<file path="src/rtl/bar_scheduler.sv">
// Barrier scheduler: counts bar.sync arrivals per block and releases completed blocks round-robin.
// Latency: completing arrival sets bar_pending on that edge; release_valid follows one edge later.
// Backpressure: the offer is held stable until release_ready; it is withdrawn only if the offered block goes inactive.
module bar_scheduler #(
    parameter int NUM_BLOCKS    = 4,
    parameter int BLOCKID_DEPTH = $clog2(NUM_BLOCKS),
    parameter int MAX_WARPS     = 8,
    parameter int WCNT_DEPTH    = $clog2(MAX_WARPS + 1)
) (
    input  logic                             clk,
    input  logic                             rst_n,
    input  logic                             arrive_valid,
    input  logic [BLOCKID_DEPTH-1:0]         arrive_block,
    input  logic [NUM_BLOCKS-1:0]            block_active,
    input  logic [NUM_BLOCKS*WCNT_DEPTH-1:0] block_warps,
    output logic                             release_valid,
    output logic [BLOCKID_DEPTH-1:0]         release_block,
    input  logic                             release_ready,
    output logic [NUM_BLOCKS-1:0]            bar_pending,
    output logic                             bar_error
);

    typedef enum logic {IDLE, OFFER} state_t;

    state_t                   state;
    logic [BLOCKID_DEPTH-1:0] ptr;
    logic [WCNT_DEPTH-1:0]    count [NUM_BLOCKS];
    logic [WCNT_DEPTH-1:0]    warps [NUM_BLOCKS];

    logic [NUM_BLOCKS-1:0]    arr_sel;
    logic [NUM_BLOCKS-1:0]    arr_ok;
    logic                     arr_err;
    logic [NUM_BLOCKS-1:0]    req;
    logic                     found;
    logic [BLOCKID_DEPTH-1:0] sel;
    logic [BLOCKID_DEPTH-1:0] idx;
    logic                     rel_done;

    // An arrival whose ID matches no resident slot leaves arr_sel empty and is flagged as out of range.
    always_comb begin
        arr_sel = '0;
        arr_ok  = '0;
        arr_err = 1'b0;
        for (int i = 0; i < NUM_BLOCKS; i++) begin
            warps[i]   = block_warps[i*WCNT_DEPTH +: WCNT_DEPTH];
            arr_sel[i] = arrive_valid && (32'(arrive_block) == i);
            if (arr_sel[i]) begin
                if (!block_active[i] || warps[i] == '0 || bar_pending[i])
                    arr_err = 1'b1;
                else
                    arr_ok[i] = 1'b1;
            end
        end
        if (arrive_valid && arr_sel == '0)
            arr_err = 1'b1;
    end

    // Scan downward so the last hit written is the first pending block at or after ptr.
    always_comb begin
        req   = bar_pending & block_active;
        found = 1'b0;
        sel   = '0;
        idx   = '0;
        for (int k = NUM_BLOCKS - 1; k >= 0; k--) begin
            idx = BLOCKID_DEPTH'((32'(ptr) + 32'(k)) % NUM_BLOCKS);
            if (req[idx]) begin
                found = 1'b1;
                sel   = idx;
            end
        end
    end

    assign rel_done = (state == OFFER) && release_ready && block_active[release_block];

    always_ff @(posedge clk or negedge rst_n) begin
        if (!rst_n) begin
            for (int i = 0; i < NUM_BLOCKS; i++)
                count[i] <= '0;
            bar_pending <= '0;
            bar_error   <= 1'b0;
        end else begin
            if (arr_err)
                bar_error <= 1'b1;
            for (int i = 0; i < NUM_BLOCKS; i++) begin
                if (!block_active[i]) begin
                    count[i]       <= '0;
                    bar_pending[i] <= 1'b0;
                end else if (arr_ok[i]) begin
                    if (count[i] + WCNT_DEPTH'(1) == warps[i]) begin
                        count[i]       <= '0;
                        bar_pending[i] <= 1'b1;
                    end else begin
                        count[i] <= count[i] + WCNT_DEPTH'(1);
                    end
                end else if (rel_done && 32'(release_block) == i) begin
                    bar_pending[i] <= 1'b0;
                end
            end
        end
    end

    always_ff @(posedge clk or negedge rst_n) begin
        if (!rst_n) begin
            state         <= IDLE;
            release_valid <= 1'b0;
            release_block <= '0;
            ptr           <= '0;
        end else begin
            case (state)
                IDLE: begin
                    if (found) begin
                        release_block <= sel;
                        release_valid <= 1'b1;
                        state         <= OFFER;
                    end
                end
                OFFER: begin
                    if (!block_active[release_block]) begin
                        release_valid <= 1'b0;
                        state         <= IDLE;
                    end else if (release_ready) begin
                        release_valid <= 1'b0;
                        state         <= IDLE;
                        ptr <= (32'(release_block) == NUM_BLOCKS - 1) ? '0
                                                                      : release_block + BLOCKID_DEPTH'(1);
                    end
                end
                default: state <= IDLE;
            endcase
        end
    end

endmodule

</file>
<file path="config.mk">
export PLATFORM = sky130hd
export DESIGN_NAME = bar_scheduler
export DESIGN_NICKNAME = d
export VERILOG_FILES = /design/src/rtl/bar_scheduler.sv
export SDC_FILE = /design/constraint.sdc
export NUM_CORES = 1
export LEC_CHECK = 0
export ABC_AREA = 1
export BUFFER_PORTS_ARGS = -buffer_cell sky130_fd_sc_hd__buf_2
export CORE_ASPECT_RATIO = 1.2
export CORE_UTILIZATION = 45
export CTS_BUF_LIST = sky130_fd_sc_hd__clkbuf_16
export CTS_CLUSTER_SIZE = 20
export DETAILED_ROUTE_END_ITERATION = 12
export GPL_ROUTABILITY_DRIVEN = 0
export PLACE_DENSITY = 0.66
export SLEW_MARGIN = 25
export SYNTH_ARGS = -nofsm -noshare
export SYNTH_HDL_FRONTEND = slang
export SYNTH_SLANG_ARGS = --single-unit
export TNS_END_PERCENT = 30
</file>
<file path="constraint.sdc">
create_clock -name clk -period 3.16 [get_ports clk]
set_clock_uncertainty 0.2 [all_clocks]
set_input_delay 0.474 -clock clk [delete_from_list [all_inputs] [get_ports clk]]
set_output_delay 0.474 -clock clk [all_outputs]
set_load 0.01 [all_outputs]
</file>
==> metrics <==
P_leak between 1 and 1.5 nW; unrepaired setup endpoints after global routing false; synth top area cells dfrtp_1 (34%), nand2_1 (22%), nand3_1 (9.0%), inv_1 (5.6%), ha_1 (5.0%); TritonCTS buffer count 3; vias per cell between 5 and 6; Final Max Slew Viols 0; n_diodes 0; adder-cell area share of the yosys netlist 5.02%; antenna viol nets, final 0; Worst Path Required roughly 3100 ps; height of the die ~75 um; Initial Utilization between 40% and 50%; Clk Tree Root Cell clkbuf_16; simple-gate share of the synthesized area 42.6%; gate count of the mapped netlist approximately 300; Max-Cap Viols 0; PortBufs 33; Final Hold Vio Count 0; CTS H-tree depth 1; Die Wd about 63 um; Yosys reg bits 27; HPWL Detailed roughly 3400 um; syn_area_per_cell between 6 and 7 um2; GRT overflow 0; Worst-Margin Slew between 600 and 700 ps; fmax roughly 550 MHz; CTS tree done; post-CTS sizing 0; Storage cell area ~680 um2; nets@finish 370; warning count from the yosys run 0; Reg clk slew, reported paths approximately 70 ps; Post-CTS Repair Setup Buffers 0; startpoint types register; critical path class reg -> reg; clock sink total 27; xor/xnor share of the synthesized area ~4.4%; Core ar. between 0.004 and 0.005 mm2; PD cells between 400 and 500 mW/mm2; antenna violations before repair 0; area added between synthesis and finish 15.3%; vias in the first global route ~1700; Filler cells 440; Total Wirelength ~4300 um; Hold Crit Class in -> async; Synth top area share 33.9%; status complete, no violations; Tmin final about 1800 ps; Compound-Gate Fraction of Synth Area slightly above 7%; wire length per cell approximately 11 um; Initial DRT Pass Iterations 4; fin crit share just under 60%; leading area contributor after synthesis dfrtp_1; fin cells between 300 and 400; arrival time worst endpoint roughly 1800 ps; register area share after synthesis 33.9%; die area roughly 0.0047 mm2; DR iter-0 viols about 110; largest net degree at the start of global routing 28; placed cell count between 300 and 400; row count 26; Setup violations, final 0; worst-skew pair later-pin latency between 200 and 300 ps; Rel. slew slack between 50% and 60%; CTS Hold Bufs 0; Max VDD drop roughly 0.00026 V; multi-input logic area 0.00118 mm2; Max FO, Critical Path 6; Crit. End Element register; share of cells above drive strength 1 16.1%; mux cell area share after synthesis 0%; Ports 34; # DRC 0; GRT Total Usage 19.8%; largest family of logic cells by synthesized area simple AND/OR/NAND/NOR gates; setup_tns 0 ps; Vias 1956; syn_nets 333; first-pass GRT wire length about 7400 um; CTS Buffer Depth 2; Synth cell types 25; Synth Cell Area ~0.002 mm2
critical path: stages (launching register included):
cell and delay, ps:
dfrtp_1 440, ha_1 230, or2_1 240, nand3_1 70, nand2_1 60, nor2_1 100, nand2_1 90, nand2_2 110
nand2_1 60, nand2_1 60, nand2_1 50
report_power, final:
part / internal, W / switching, W / leakage, nW
clock: 0.000171 / 0.000116 / 0.0409
sequential: 0.000387 / 0.0000714 / 0.360
combinational: 0.000145 / 0.000240 / 0.838
total: 0.000703 / 0.000427 / 1.24
metal layers:
layer | share of wire [%] | up-vias | global-route usage (%)
li1 | - | 1036 | -
met1 | 46 | 883 | 24.2
met2 | 50 | 32 | 37.1
met3 | 3.1 | 5 | 2.12
met4 | 1.3 | 0 | 6.20
met5 | 0 | - | 0
kinds of logic (layout without fill, tap and decap cells):
logic type                 Yosys count  in the layout
buffers and inverters               35             71
adders and majority gates            8              8
and+or+nand+nor                    194            194
xor gates and xnor gates            10             10
AOI/OAI and AO/OA                   25             25
DFF                                 27             27
synth_stat cells:
cell type and instances:
nand2_1 115, nand3_1 36, inv_1 30, dfrtp_1 27, nor2_1 20, ha_1 8, nand4_1 8, o21ai_0 7
nand2_2 6, o21ai_1 6, xnor2_1 5, xor2_1 5, a21oi_1 4, o22ai_1 4, inv_2 3, nor2_2 3
or2_1 3, o21ai_2 2, buf_6 1, clkinv_1 1, nand3_2 1, nor3_2 1, nor3_4 1, o211ai_1 1
o31ai_1 1
path summary, 6_finish.rpt:
check | from | endpoint | slack (ps) | cells after the start
min in group clk | state | release_valid | 270 | 1
setup / recovery | count[8] | bar_pending[1] | 1330 | 10
setup reg to reg | count[8] | bar_pending[1] | 1330 | 10
hold reg to reg | state | release_valid | 270 | 1
hold / removal | rst_n | bar_error | 30 | 1
max in group asynchronous | rst_n | bar_pending[3] | 2330 | 1
cell usage in the layout, fill, tap and decap left out, types with 5 or more instances in the layout:
cell	n
o21ai_0	7
buf_2	33
xnor2_1	5
o21ai_1	6
ha_1	8
dfrtp_1	27
nor2_1	20
nand2_2	6
nand4_1	8
xor2_1	5
nand3_1	36
nand2_1	115
inv_1	30
through the flow:
step	hold WS (ps)	cell area [um2]	setup WS (ps)	total power [W]	utilization (%)
after detailed placement	269	2220	1370	0.000848	52.0
after global placement	266	2220	1370	0.000845	52.0
after CTS	49.4	2300	1340	0.00114	53.9
after floorplan	-21.6	1990	1510	0.000750	-
after global routing	93.7	2300	1120	0.00123	53.9
final	26.5	2300	1330	0.00113	53.9
layout make-up:
cell class,count,share of cell area [%]
multi-input cells,237,51.3
flip-flops and latches,27,29.4
repair buffers,33,7.19
inverters,34,5.56
clock buffers,3,3.27
well taps,56,3.05
clock inverters,1,0.218
flip-flops by register name (all words and copies together) (netlist names):
signal and count:
bar_pending 4, release_block 2, count 16, release_valid 1, ptr 2, state 1, bar_error 1
Power figures use the tool's default switching activity.
